## config.mk

```make
export PLATFORM = sky130hd
export DESIGN_NAME = pair_chain_decoder
export DESIGN_NICKNAME = d
export VERILOG_FILES = /design/src/rtl/pair_chain_decoder.sv
export SDC_FILE = /design/constraint.sdc
export NUM_CORES = 1
export LEC_CHECK = 0
export ABC_AREA = 0
export CAP_MARGIN = 15
export CORE_MARGIN = 1.5
export CORE_UTILIZATION = 48
export CTS_BUF_LIST = sky130_fd_sc_hd__clkbuf_8
export DETAILED_ROUTE_END_ITERATION = 12
export PLACE_DENSITY = 0.95
export REMOVE_ABC_BUFFERS = 1
export SLEW_MARGIN = 20
export SYNTH_ARGS = -nofsm -noshare
export SYNTH_HDL_FRONTEND = slang
export SYNTH_SLANG_ARGS = --single-unit
export TNS_END_PERCENT = 50
```

## constraint.sdc

```tcl
create_clock -name clk -period 3.2 [get_ports clk]
set_input_delay 0.64 -clock clk [delete_from_list [all_inputs] [get_ports clk]]
set_output_delay 0.64 -clock clk [all_outputs]
set_load 0.01 [all_outputs]
```

## src/rtl/pair_chain_decoder.sv

```systemverilog
// pair_chain_decoder
// Undoes DEPTH serial applications of the paired XOR/NOT primitive
// (o1 = a1 ^ a0, o0 = ~a0). Each inverse stage is one register stage.
// Stages are joined by a valid/ready pipeline whose ready chain is
// purely combinational, so empty stages (bubbles) collapse.
module pair_chain_decoder #(
  parameter int IO_PAIRS = 8,
  parameter int DEPTH    = 1,
  parameter int CNT_W    = 16
) (
  input  logic                  clk,
  input  logic                  rst_n,
  input  logic                  in_valid,
  output logic                  in_ready,
  input  logic [2*IO_PAIRS-1:0] in_data,
  output logic                  out_valid,
  input  logic                  out_ready,
  output logic [2*IO_PAIRS-1:0] out_data,
  output logic [CNT_W-1:0]      word_count
);

  localparam int W = 2 * IO_PAIRS;

  logic [W-1:0]     stage_data [DEPTH];
  logic [DEPTH-1:0] stage_valid;
  logic [DEPTH-1:0] adv;
  logic             chain;

  // One inverse primitive across all pairs: a0 = ~o0, a1 = o1 ^ ~o0.
  function automatic logic [W-1:0] inverse_pair(input logic [W-1:0] d);
    logic [W-1:0] r;
    r = '0;
    for (int j = 0; j < IO_PAIRS; j++) begin
      r[2*j]   = ~d[2*j];
      r[2*j+1] = d[2*j+1] ^ ~d[2*j];
    end
    return r;
  endfunction

  // Backward advance chain: a stage may load when it is empty or its word leaves.
  always_comb begin
    adv   = '0;
    chain = out_ready;
    for (int k = DEPTH - 1; k >= 0; k--) begin
      chain  = !stage_valid[k] || chain;
      adv[k] = chain;
    end
  end

  assign in_ready  = rst_n && adv[0];
  assign out_valid = stage_valid[DEPTH-1];
  assign out_data  = stage_data[DEPTH-1];

  // Stage registers; data only loads from a valid source so stray input never enters.
  always_ff @(posedge clk or negedge rst_n) begin
    if (!rst_n) begin
      stage_valid <= '0;
      for (int k = 0; k < DEPTH; k++) begin
        stage_data[k] <= '0;
      end
    end else begin
      if (adv[0]) begin
        stage_valid[0] <= in_valid;
        if (in_valid) begin
          stage_data[0] <= inverse_pair(in_data);
        end
      end
      for (int k = 1; k < DEPTH; k++) begin
        if (adv[k]) begin
          stage_valid[k] <= stage_valid[k-1];
          if (stage_valid[k-1]) begin
            stage_data[k] <= inverse_pair(stage_data[k-1]);
          end
        end
      end
    end
  end

  // Delivered-word counter, wraps naturally at 2^CNT_W.
  always_ff @(posedge clk or negedge rst_n) begin
    if (!rst_n) begin
      word_count <= '0;
    end else if (out_valid && out_ready) begin
      word_count <= word_count + CNT_W'(1);
    end
  end

endmodule

```

==> impl_metrics.csv <==
group,metric,value,unit
yosys,ys_seq_elements,33,
drt,routed_wirelength,3.03,mm
timing,relSlewSlack,0.382,
clock_network,clk_pin_slew,60,ps
global_route,grt_pass1_wl,5.07,mm
yosys,synth_top_area_frac,0.604,
yosys,ys_warn_count,0,
drt,dr_total_vias,1098,
yosys,syn_avg_cell_area,11.1,sq um
yosys,yosys.area.top_type,"dfrtp_1",
timing,tightest_slew,924,ps
critical_path,worst-r2r-setup-slack,1640,ps
clock_network,cts_resized,0,
timing,setup_viol,0,
die,fp.dieH,56.4,microns
timing,fin_crit,2590,ps
yosys,synth_most_common_cell,"dfrtp_1",
yosys,synth_adder_area_share,0.00915,
clock_network,cts_root_buf,"clkbuf_8",
timing,layout_setup_ws,607,ps
die,core_area,0.00273,sq mm
power,p_per_area,584,mW/mm^2
timing,hold_viol,0,
yosys,synth_top_family_by_area,"simple AND/OR/NAND/NOR gates",
final_layout,drive_gt1_frac,0.0714,
final_layout,final_cells,213,
final_layout,final_util,0.740,
hold_path,hp-start,"word_count[15]",
yosys,ys.flop_type,"dfrtp_1",
critical_path,crit_path_max_incr_delay,550,ps
critical_path,critical_path.max_fanout,3,
drt,route.detailed.drc,0,
critical_path,crit_arrival,1950,ps
yosys,synth_area_leaders,"dfrtp_1, xnor2_1, xor2_1",
critical_path,cpMostUsedCell,"clkdlybuf4s50_1",
die,dieWidth,56.4,microns
global_route,grt_antenna_before_repair,0,
critical_path,r2r_end,"out_data[11]",
die,die_area,0.00318,sq mm
timing,slew_violations,0,
die,start_util,0.500,
yosys,ys_seq_area_frac,0.604,
global_route,grt_max_degree,34,
final_layout,fill_cells,192,
place,port_buffers,53,
critical_path,r2r-start,"out_valid",
critical_path,worst_path_dominant_cell_family,"buffers and inverters",
critical_path,criticalPathCategory,"input port to output port",
clock_network,numCtsBuffers,5,
clock_network,cts_tree,"yes",
final_layout,n_antenna_cell,0,
place,pre_cts_slack,601,ps
hold_path,hold_depth,1,
yosys,synth_common_cells,"dfrtp_1, nand2_1, o21ai_1",
global_route,gr-total-overflow,0,
drt,vias_per_cell,5.15,
timing,skew,6.42,ps
yosys,syn_area,0.00137,sq mm
timing,max_freq,386,MHz
critical_path,cp.required,2560,ps
hold_path,min_to,"word_count[15]",
place,dp_hpwl,2.25,mm
hold_path,hp-class,"flop to flop",
place,dp_cells,205,
critical_path,critical_path_buf_inv_count,2,
yosys,ys_types,20,
yosys,synth.mux.area_fraction,0.00823,
yosys,synth_edf_count,0,
place,gp_congestion,0.827,
clock_network,clk-insertion-delay-late,290,ps
critical_path,path_cells,"clkdlybuf4s50_1 > nand2b_1 > and2_1 > clkdlybuf4s50_1",
die,rows,19,
clock_network,cts_setup_buffers,0,
final_layout,synthToLayoutAreaGrowth,47.9,%
timing,rsz0062_at_grt,"no",
drt,wl_per_cell,14.2,microns
power,ir_drop,0.521,mV
critical_path,critPathCaptureType,"output port",
global_route,track_usage,0.215,
critical_path,startpoint_type,"input port",
drt,drtIter0Drc,18,
clock_network,h-tree-depth,2,
final_layout,nets,202,
critical_path,rr_worst_depth,4,
yosys,syn_inst,123,
yosys,synth_compound_area_frac,0.0586,
critical_path,slowest_stage,"clkdlybuf4s50_1",
drt,firstDrtPassIters,4,
global_route,grt_pass1_vias,1118,
timing,post-route-period-util,0.810,
timing,fin_tns_setup,0,ps
yosys,synthSimpleGateAreaFrac,0.164,
drt,antenna_left,0,
yosys,synthArstFlopShare,1.00,
clock_network,cts.sinks,33,
status,status,"complete, no violations",
clock_network,clock_path_buffers,2,
yosys,synthXorXnorAreaFrac,0.147,
die,io_pins,54,
clock_network,cts_hold_buf,0,
flow_run,drv_cap,0,
power,cellLeakagePower,0.863,nW
state kept, by name, summed over array words and instances, names as in the netlist:
register    count
word_count     16
out_valid       1
out_data       16
report_power, final:
group          leakage [nW]  internal (mW)  switching [mW]  total [mW]
registers             0.421          0.484          0.0679       0.551
logic                 0.405          0.186           0.132       0.317
clock network        0.0364          0.152           0.161       0.313
through the flow:
stage	power (mW)	cell area, sq um	hold slack (ps)
after CTS	1.19	2020	483
after detailed placement	0.875	1930	470
final	1.18	2020	478
after global routing	1.25	2020	507
after global placement	0.855	1930	460
after floorplan	0.669	1360	344
how the worst max path moves through the flow:
stage	start	to	slack [ps]	depth (start not counted)
after floorplan	out_ready	out_data[15]	1560	3
after global placement	out_ready	in_ready	620	4
after detailed placement	out_ready	in_ready	600	4
after CTS	out_ready	in_ready	600	4
after global routing	out_ready	in_ready	550	4
final	out_ready	in_ready	610	4
layer usage:
layer  global-route usage  share of wire
met2                0.348           0.49
met1                0.240           0.39
met4                0.105          0.023
met5                    0              0
met3               0.0968          0.092
cell usage in the layout (no fill, tap or decap):
cell,n
and3_1,3
nor2_2,1
nand4_1,4
mux2_2,1
dfrtp_1,33
clkbuf_8,5
and2_1,2
xnor2_1,12
nor2_1,2
nand2_1,24
nand3_1,5
or3_4,1
nand2b_1,2
o21ai_1,15
clkdlybuf4s50_1,53
clkinvlp_4,3
nor3_1,1
buf_4,1
nor3_2,1
o21ai_0,1
ha_1,1
xor2_1,11
worst register-to-register path: stages (launching register included):
cell and delay (ps):
dfrtp_1 400, nand2b_1 120, nand2_1 540, nand2_1 240
o21ai_1 100
cells by family after synthesis:
family / after synthesis
XOR/XNOR: 23
adder cells (fa/ha/maj): 1
AND/OR/NAND/NOR: 46
multiplexers: 1
buffers and inverters: 3
flip-flops: 33
AO/OA/AOI/OAI: 16
layout make-up:
class / count / area [sq um] / area share
Clock buffer: 5 / 68.8 / 0.0340
Clock inverter: 3 / 22.5 / 0.0111
Multi-Input combinational cell: 87 / 529 / 0.262
Sequential cell: 33 / 826 / 0.408
Tap cell: 31 / 38.8 / 0.0192
Timing Repair Buffer: 54 / 538 / 0.266
No activity file was read; power rests on OpenSTA's default activity.
==> edit, RTL diff (same flow settings) <==
Make the reset (`rst_n`) synchronous in 2 clocked blocks.
--- a/src/rtl/pair_chain_decoder.sv
+++ b/src/rtl/pair_chain_decoder.sv
@@ -53,5 +53,5 @@
 
   // Stage registers; data only loads from a valid source so stray input never enters.
-  always_ff @(posedge clk or negedge rst_n) begin
+  always_ff @(posedge clk) begin
     if (!rst_n) begin
       stage_valid <= '0;
@@ -78,5 +78,5 @@
 
   // Delivered-word counter, wraps naturally at 2^CNT_W.
-  always_ff @(posedge clk or negedge rst_n) begin
+  always_ff @(posedge clk) begin
     if (!rst_n) begin
       word_count <= '0;
Behaviour: differs if rst_n is asserted again (counterexample within 4 cycles, from zero or initial values and one cycle with rst_n low); with rst_n held inactive, the same outputs for 10 cycles.
==> edit against the original RTL <==
Register-to-register slack improved by 0.07 ns; final area increased by 2.2%; synthesized cell count grew 8.9%; sequential cell count is the same; routed wire length shrank 1.3%; area after synthesis rose by 3.9%; worst setup slack worse by 0.11 ns.
Power is not compared: it rests on default switching activity, and its combinational part moved more than twofold at a synthesized area within 25%.
==> edit: results (changes against the original RTL) <==
- Ys flop type: dfxtp_1
- Top cells by area, synth: edfxtp_1, dfxtp_1, nor2_1
- Compound-Gate Fraction of Synth Area: 2.377% (-3.5 points)
- Synth Area per Inst: 10.61 um^2 (-4.6%)
- Hpwl dp: 2241 um (-0.32%)
- First-pass GRT wire length: 4968 um (-2.0%)
- Relative slew slack: 59.66% (+21 points)
- Max incr delay on CP: 0.57 ns (+0.02 ns)
- Worst slack, placed: 0.4969 ns (-0.1040 ns)
- Top post-synthesis cells by count: nor2_1, dfxtp_1, edfxtp_1
- GRT Overall Usage: 19.95% (-1.5 points)
- Non-filler cells, final: 224 (+5.2%)
- XOR/XNOR share of the synthesized area: 11.71% (-3.0 points)
- Status: finished clean
- Critical Path Fanout Max: 5 (+2)
- Via total after detailed routing: 1,151 (+4.8%)
- EDFF count, synth: 16 (+16)
- Pin count of the biggest net entering global routing: 17 (-50%)
- Yosys cell types: 25 (+25%)
- IO Port Bufs: 53 (unchanged)
- Drt total wl: 2994 um (-1.3%)
- WHS Path Cells: 2 (+1)
- Vias in the first global route: 1,149 (+2.8%)
- Fill cells: 212 (+10%)
- Worst EP arrival: 2.06 ns (+0.11 ns)
- Post-synth ARST share: 0% (-100 points)
- Post-CTS Setup Inserts: 0 (unchanged)
- Sequential share of the synthesized area: 57.75% (-2.6 points)
- Share of cells above drive strength 1: 8.290% (+1.1 points)
- Final setup violation count: 0 (unchanged)
- Final nets: 213 (+5.4%)
- Reg2reg path depth: 5 (+1)
- Mux cell area share after synthesis: 1.408% (+0.59 points)
- GPL Wtd Cong: 0.7555 (-8.6%)
- Skew final: 0.005517 ns (-0.0009076 ns)
edit: area by class of cell:
| cell class | count | area share (%) |
|---|---|---|
| sequential | 33 | 39.69 |
| multi-input combinational | 94 | 27.71 |
| timing repair buffer | 53 | 25.65 |
| clock buffer | 5 | 3.327 |
| tap | 31 | 1.875 |
| inverter | 5 | 0.9074 |
| clock inverter | 3 | 0.8469 |
edit: kinds of logic (layout without fill, tap and decap cells):
logic type                 after synthesis  count (layout)
DFF                                     33              33
xor gates and xnor gates                19              19
AOI/OAI and AO/OA                        6               6
buffers and inverters                    7              66
adders and majority gates                1               1
muxes                                    2               2
and+or+nand+nor                         66              66
edit: worst reg2reg max path, delay by kind of cell, from the launching register on:
family / cells / cell delay, ns
AND/OR/NAND/NOR: 3 / 0.59
flip-flops: 1 / 0.41
adder cells (fa/ha/maj): 1 / 0.20
XOR/XNOR: 1 / 0.16
edit: power breakdown:
part	leakage, nW	internal, mW	switching [mW]
Combinational	0.387	0.0601	0.0435
Sequential	0.312	0.463	0.00716
Clock	0.0439	0.150	0.145
edit: per-stage QoR:
stage          utilization [%]  instance area, um^2
6_report                 74.36                 2068
5_1_grt                  74.36                 2068
4_1_cts                  74.36                 2068
3_5_place_dp             71.26                 1982
3_3_place_gp             71.26                 1982
2_1_floorplan                -                 1413
edit: worst paths after layout:
kind	slack [ns]	startpoint	to
setup reg to reg	1.71	word_count[0]	word_count[12]
hold / removal	0.49	word_count[15]	word_count[15]
hold reg to reg	0.49	word_count[15]	word_count[15]
setup / recovery	0.50	out_ready	in_ready
edit: metal layers:
metal | vias up | global-route usage, % | share of wire [%] | routed length [um]
li1 | 564 | - | - | -
met4 | 0 | 8.306 | 0.63 | 19
met2 | 50 | 34.25 | 50 | 1486
met5 | - | 0 | 0 | 0
met1 | 535 | 21.65 | 39 | 1169
met3 | 2 | 8.163 | 11 | 320
